**src/rtl/l1_icache_if.sv**
```systemverilog
// rtl/l1_icache_if.sv - word request/fulfil handshake shared by the fetch side and the L2 side
interface l1_icache_if #(
  parameter int XLEN = 32
);
  logic            req_valid;
  logic [XLEN-1:0] req_address;
  logic            req_fulfilled;
  logic [XLEN-1:0] req_loaded_word;

  modport master (
    output req_valid,
    output req_address,
    input  req_fulfilled,
    input  req_loaded_word
  );

  modport slave (
    input  req_valid,
    input  req_address,
    output req_fulfilled,
    output req_loaded_word
  );
endinterface

```
**src/rtl/l1_icache.sv**
```systemverilog
// rtl/l1_icache.sv - direct-mapped read-only L1 instruction cache with whole-line fill and flush
module l1_icache #(
  parameter int XLEN           = 32,
  parameter int NUM_LINES      = 16,
  parameter int WORDS_PER_LINE = 4
) (
  input  logic        clk,
  input  logic        reset,
  input  logic        flush,
  l1_icache_if.slave  cpu,
  l1_icache_if.master mem
);
  localparam int OFF    = $clog2(WORDS_PER_LINE);
  localparam int IDX    = $clog2(NUM_LINES);
  localparam int LINE_W = XLEN - OFF - 2;
  localparam int TAG_W  = LINE_W - IDX;

  typedef enum logic {
    ST_IDLE,
    ST_FILL
  } state_t;

  state_t               state_q, state_d;
  logic [OFF-1:0]       fill_cnt_q, fill_cnt_d;
  logic [LINE_W-1:0]    line_q, line_d;
  logic                 gap_q, gap_d;
  logic                 flush_pending_q, flush_pending_d;
  logic [NUM_LINES-1:0] valid_q, valid_d;
  logic [TAG_W-1:0]     tag_q  [NUM_LINES];
  logic [XLEN-1:0]      data_q [NUM_LINES][WORDS_PER_LINE];

  logic [LINE_W-1:0] req_line;
  logic [IDX-1:0]    req_idx;
  logic [TAG_W-1:0]  req_tag;
  logic [OFF-1:0]    req_off;
  logic [IDX-1:0]    fill_idx;
  logic [TAG_W-1:0]  fill_tag;
  logic              hit;
  logic              last_word;
  logic              data_we;
  logic              tag_we;
  logic              unused_addr_bits;

  assign req_line  = cpu.req_address[XLEN-1:OFF+2];
  assign req_off   = cpu.req_address[OFF+1:2];
  assign req_idx   = req_line[IDX-1:0];
  assign req_tag   = req_line[LINE_W-1:IDX];
  // The fill works from the latched line so a dropped request cannot redirect it.
  assign fill_idx  = line_q[IDX-1:0];
  assign fill_tag  = line_q[LINE_W-1:IDX];
  assign last_word = (fill_cnt_q == OFF'(WORDS_PER_LINE - 1));
  assign unused_addr_bits = ^cpu.req_address[1:0];

  assign hit = (state_q == ST_IDLE) && cpu.req_valid && valid_q[req_idx]
               && (tag_q[req_idx] == req_tag);

  always_comb begin
    state_d             = state_q;
    fill_cnt_d          = fill_cnt_q;
    line_d              = line_q;
    gap_d               = 1'b0;
    flush_pending_d     = flush_pending_q;
    valid_d             = valid_q;
    data_we             = 1'b0;
    tag_we              = 1'b0;
    cpu.req_fulfilled   = 1'b0;
    cpu.req_loaded_word = data_q[req_idx][req_off];
    mem.req_valid       = 1'b0;
    mem.req_address     = '0;

    case (state_q)
      ST_IDLE: begin
        flush_pending_d = 1'b0;
        if (hit) begin
          cpu.req_fulfilled = 1'b1;
        end else if (cpu.req_valid) begin
          line_d           = req_line;
          fill_cnt_d       = '0;
          valid_d[req_idx] = 1'b0;
          state_d          = ST_FILL;
        end
        // A fill starting now reads memory after the flush, so no pending mark is needed.
        if (flush) begin
          valid_d = '0;
        end
      end

      ST_FILL: begin
        mem.req_valid   = !gap_q;
        mem.req_address = {line_q, fill_cnt_q, 2'b00};
        if (flush) begin
          flush_pending_d = 1'b1;
        end
        if (mem.req_fulfilled && !gap_q) begin
          data_we = 1'b1;
          if (last_word) begin
            tag_we          = 1'b1;
            state_d         = ST_IDLE;
            fill_cnt_d      = '0;
            flush_pending_d = 1'b0;
            if (flush_pending_q || flush) begin
              valid_d = '0;
            end else begin
              valid_d[fill_idx] = 1'b1;
            end
          end else begin
            fill_cnt_d = fill_cnt_q + 1'b1;
            gap_d      = 1'b1;
          end
        end
      end

      default: state_d = ST_IDLE;
    endcase
  end

  always_ff @(posedge clk) begin
    if (reset) begin
      state_q         <= ST_IDLE;
      fill_cnt_q      <= '0;
      line_q          <= '0;
      gap_q           <= 1'b0;
      flush_pending_q <= 1'b0;
      valid_q         <= '0;
    end else begin
      state_q         <= state_d;
      fill_cnt_q      <= fill_cnt_d;
      line_q          <= line_d;
      gap_q           <= gap_d;
      flush_pending_q <= flush_pending_d;
      valid_q         <= valid_d;
    end
  end

  // Tag and data storage are deliberately left unreset; valid bits gate their use.
  always_ff @(posedge clk) begin
    if (!reset && data_we) begin
      data_q[fill_idx][fill_cnt_q] <= mem.req_loaded_word;
    end
    if (!reset && tag_we) begin
      tag_q[fill_idx] <= fill_tag;
    end
  end
endmodule

```
**src/flat_wrapper.sv**
```systemverilog
// flat-port wrapper written by rule: the top's interface ports become plain ports
module l1_icache_flat 
#(
  parameter int XLEN           = 32,
  parameter int NUM_LINES      = 16,
  parameter int WORDS_PER_LINE = 4
)
  (clk, reset, flush, cpu_req_valid, cpu_req_address, cpu_req_fulfilled, cpu_req_loaded_word, mem_req_valid, mem_req_address, mem_req_fulfilled, mem_req_loaded_word);
  l1_icache_if #(.XLEN(XLEN)) cpu_i ();
  l1_icache_if #(.XLEN(XLEN)) mem_i ();
  input  logic clk;
  input  logic reset;
  input  logic flush;
  input wire logic [$bits(cpu_i.req_valid)-1:0] cpu_req_valid;
  input wire logic [$bits(cpu_i.req_address)-1:0] cpu_req_address;
  output wire logic [$bits(cpu_i.req_fulfilled)-1:0] cpu_req_fulfilled;
  output wire logic [$bits(cpu_i.req_loaded_word)-1:0] cpu_req_loaded_word;
  output wire logic [$bits(mem_i.req_valid)-1:0] mem_req_valid;
  output wire logic [$bits(mem_i.req_address)-1:0] mem_req_address;
  input wire logic [$bits(mem_i.req_fulfilled)-1:0] mem_req_fulfilled;
  input wire logic [$bits(mem_i.req_loaded_word)-1:0] mem_req_loaded_word;
  assign cpu_i.req_valid = cpu_req_valid;
  assign cpu_i.req_address = cpu_req_address;
  assign cpu_req_fulfilled = cpu_i.req_fulfilled;
  assign cpu_req_loaded_word = cpu_i.req_loaded_word;
  assign mem_req_valid = mem_i.req_valid;
  assign mem_req_address = mem_i.req_address;
  assign mem_i.req_fulfilled = mem_req_fulfilled;
  assign mem_i.req_loaded_word = mem_req_loaded_word;
  l1_icache #(.XLEN(XLEN), .NUM_LINES(NUM_LINES), .WORDS_PER_LINE(WORDS_PER_LINE)) u_core (.clk(clk), .reset(reset), .flush(flush), .cpu(cpu_i), .mem(mem_i));
endmodule
```
**config.mk**
```make
export PLATFORM = sky130hd
export DESIGN_NAME = l1_icache_flat
export DESIGN_NICKNAME = d
export VERILOG_FILES = /design/src/rtl/l1_icache_if.sv /design/src/rtl/l1_icache.sv /design/src/flat_wrapper.sv
export SDC_FILE = /design/constraint.sdc
export NUM_CORES = 2
export LEC_CHECK = 0
export ABC_AREA = 0
export CORE_MARGIN = 2
export CORE_UTILIZATION = 35
export CTS_CLUSTER_DIAMETER = 80
export DETAILED_ROUTE_END_ITERATION = 16
export DONT_BUFFER_PORTS = 1
export SYNTH_ARGS = -nofsm -noshare
export SYNTH_HDL_FRONTEND = slang
export SYNTH_SLANG_ARGS = --single-unit
```
**constraint.sdc**
```tcl
create_clock -name clk -period 8.45 [get_ports clk]
set_input_delay 0.845 -clock clk [delete_from_list [all_inputs] [get_ports clk]]
set_output_delay 0.845 -clock clk [all_outputs]
set_load 0.02 [all_outputs]
```
==> metrics <==
setup bufs post-CTS=0; Hold Path Class=primary input to register; Worst-Skew Late Latency=920 ps; Synth Warn #=0; biggest area consumer among synthesized cells=edfxtp_1; arrival time at the worst endpoint=between 5000 and 6000 ps; ys flop type=edfxtp_1; RePlAce Congestion=0.772; CP max FO=121; Yosys top cell area share=76.0%; final hold viol count=0; VDD IR max=177 uV; Reg clk slew, reported paths=approximately 60 ps; TritonCTS clock tree=built; Routed Antenna Nets=0; Logic pwr share=3.8%; highest clock rate=163 MHz; fin util=39.8%; fin area=109000 um2; initial drt markers=5890; Synth Area in XOR/XNOR=0.182%; critical path class=primary input to output pin; core area=273000 um2; I/O pins=between 100 and 150; internal power=about 20 mW; Lkg Pwr=32.8 nW; Clock Skew=115 ps; Setup crit end kind=output pin; RSZ-0062 raised after global routing=no; slack of the critical path=~2300 ps; Port Buf Inserts=0; final-report max-slew violation count=between 80 and 90; first-pass GRT wire length=about 350000 um; initial antenna violation count=4; register area share after synthesis=between 70% and 80%; Final min period=6130 ps; Initial Util=35.1%; #FFs+latches synth=2481; Post-synth EDFFs=2432; Worst Hold Endpoint=u_core.data_q[3][79]; worst r2r dst=u_core.line_q[9]; WHS Path Cells=0; PD cells=229 nW/um2; Syn Inst Count=4052; largest net degree at the start of global routing=629; clock network fraction of design power=41.8%; Yosys cell types=65; adder and majority cell fraction of the synthesized area=0.0521%; main combinational cell family by area after synthesis=multiplexers; worst slew pin tran=1600 ps; share of cells above drive strength 1=29.5%; post-synth design cell area=96000 um2; CP required=7610 ps; clk root buf=clkbuf_16; Total Wirelength=254000 um; via count=45200; Via density=5.68; relative slew slack=-6.79%; Compound-Gate Fraction of Synth Area=1.15%; crit share post-route=72.5%; sw frac=20.1%; Switch Pwr=5.02 mW; Synth async-reset ratio=0%; DP HPWL=121000 um; R2R Path Start=u_core.tag_q[14][2]; Seq pwr share=54.4%; r2r setup slk=between 4000 and 5000 ps; grt ovf=0; max cap viols=0; wire per inst=between 30 and 40 um; setup TNS=0 ps; status=finished, violations left; Die Ht=528 um; Area contributors post-synth=edfxtp_1 (76%), mux4_2 (18%), dfxtp_1 (1.0%); Placement Setup Slack=2590 ps; CP Launch Type=primary input; Die W=528 um; TritonCTS Buffers=237; mux cell area share after synthesis=18.7%; Final setup viols=0; worst hold start=mem_req_loaded_word[15]; Layout area overhead=13.2%; total global-route track usage=17.9%; htree depth=4; DRC Markers=0; TritonRoute pass-1 iters=8; syn avg cell area=between 20 and 25 um2; clock buffer depth=4; DIE AREA=279000 um2; Register-to-Register Path Depth=10; nets=4260; FP Rows=192; vias in the first global route=45800; simple-gate area share of the yosys netlist=1.71%; Post-Place Cell Area=101000 um2; clk sink count=around 2500; failing checks=max-slew violations
==> metal layers <==
| metal | GRT usage, % | vias up | wire length, um |
|---|---|---|---|
| met4 | 5.84 | 2 | 8380 |
| met3 | 4.07 | 426 | 23800 |
| met1 | 25.0 | 24900 | 104000 |
| li1 | - | 17700 | - |
| met5 | 0 | - | 13 |
| met2 | 27.6 | 2201 | 118000 |
==> critical path, cell delays in order <==
cell and delay (ps):
buf_16 540, buf_16 500, buf_16 410, buf_16 600
mux4_2 590, mux4_2 490, mux4_2 640
==> power by group through the flow <==
stage | Clock [mW] | Combinational, mW | Sequential [mW]
2_1_floorplan | 0 | 0.742 | 13.8
6_report | 10.4 | 0.947 | 13.6
3_3_place_gp | 0 | 0.866 | 13.8
5_1_grt | 11.1 | 0.994 | 13.6
3_5_place_dp | 0 | 0.867 | 13.8
4_1_cts | 10.6 | 0.900 | 13.6
==> through the flow <==
step / power (mW) / hold slack [ps] / std cells
2_1_floorplan: 14.6 / 453 / 4053
3_3_place_gp: 14.7 / 487 / 7511
3_5_place_dp: 14.7 / 474 / 7511
4_1_cts: 25.1 / 0.110 / 7957
5_1_grt: 25.6 / 8.93 / 7963
6_report: 24.9 / 59.2 / 7964
==> layout make-up <==
type / count / area (um2)
Sequential cell: 2481 / 74000
Clock inverter: 127 / 1230
Inverter: 11 / 48.8
Timing Repair Buffer: 118 / 1140
Tap cell: 3589 / 4490
Multi-Input combinational cell: 1338 / 21500
Clock buffer: 298 / 6270
Antenna cell: 2 / 5.00
Fill cell: 23800 / 165000
==> worst max path at each step <==
| stage | startpoint | end | slack (ps) | cells past startpoint |
|---|---|---|---|---|
| floorplan | cpu_req_address[4] | cpu_req_loaded_word[10] | 3780 | 9 |
| global placement | cpu_req_address[4] | cpu_req_loaded_word[13] | 2610 | 5 |
| detailed placement | cpu_req_address[4] | cpu_req_loaded_word[13] | 2590 | 5 |
| CTS | cpu_req_address[4] | cpu_req_loaded_word[13] | 2580 | 5 |
| global route | cpu_req_address[4] | cpu_req_loaded_word[27] | 2050 | 7 |
| finish | cpu_req_address[4] | cpu_req_loaded_word[27] | 2320 | 7 |
==> Yosys cell counts, types with 13 or more instances <==
master and n:
edfxtp_1 2432, mux4_2 747, nor2_1 115, clkbuf_1 106
mux2i_1 83, nand2b_1 66, buf_2 50, dfxtp_1 49
buf_1 39, nand2_1 38, and2_1 31, mux2_2 25
o211ai_1 20, a221oi_1 19, nor3b_1 16, buf_4 15
xor2_1 15, nor2b_1 13
==> cells in the final DEF (no fill, tap or decap), types with 12 or more instances in the layout <==
cell type and n:
edfxtp_1 2432, mux4_2 747, clkbuf_16 241, buf_4 88, mux2i_1 83, nor2_4 80
nand2b_1 66, clkbuf_1 54, clkinv_1 49, dfxtp_1 49, nand2_1 37, clkinv_2 36
nor2_1 34, and2_1 31, mux2_2 25, bufinv_16 23, o211ai_1 20, a221oi_1 19
dlygate4sd3_1 18, nor3b_1 16, xor2_1 15, nor2b_1 13, o22ai_1 12
==> sequential cells by signal, summed over array words and instances (netlist names) <==
| name | flops |
|---|---|
| u_core.tag_q | 384 |
| u_core.fill_cnt_q | 2 |
| u_core.data_q | 2048 |
| u_core.flush_pending_q | 1 |
| u_core.line_q | 28 |
| u_core.gap_q | 1 |
| u_core.state_q | 1 |
| u_core.valid_q | 16 |
==> cells by family (layout without fill, tap and decap cells) <==
group,count (synthesis),in the layout
mux,856,856
flops,2481,2481
simple gates,316,316
compound gates,140,140
fa+ha+maj,4,4
other cells,1,4
xor+xnor,20,20
buf+inv,234,554
==> repair_timing <==
action	CTS	global route
endpoints found under the setup margin	0	0
endpoints found under the hold margin	165	0
hold buffers	21	0
gates resized for setup	0	0
(Power assumes the default switching activity.)
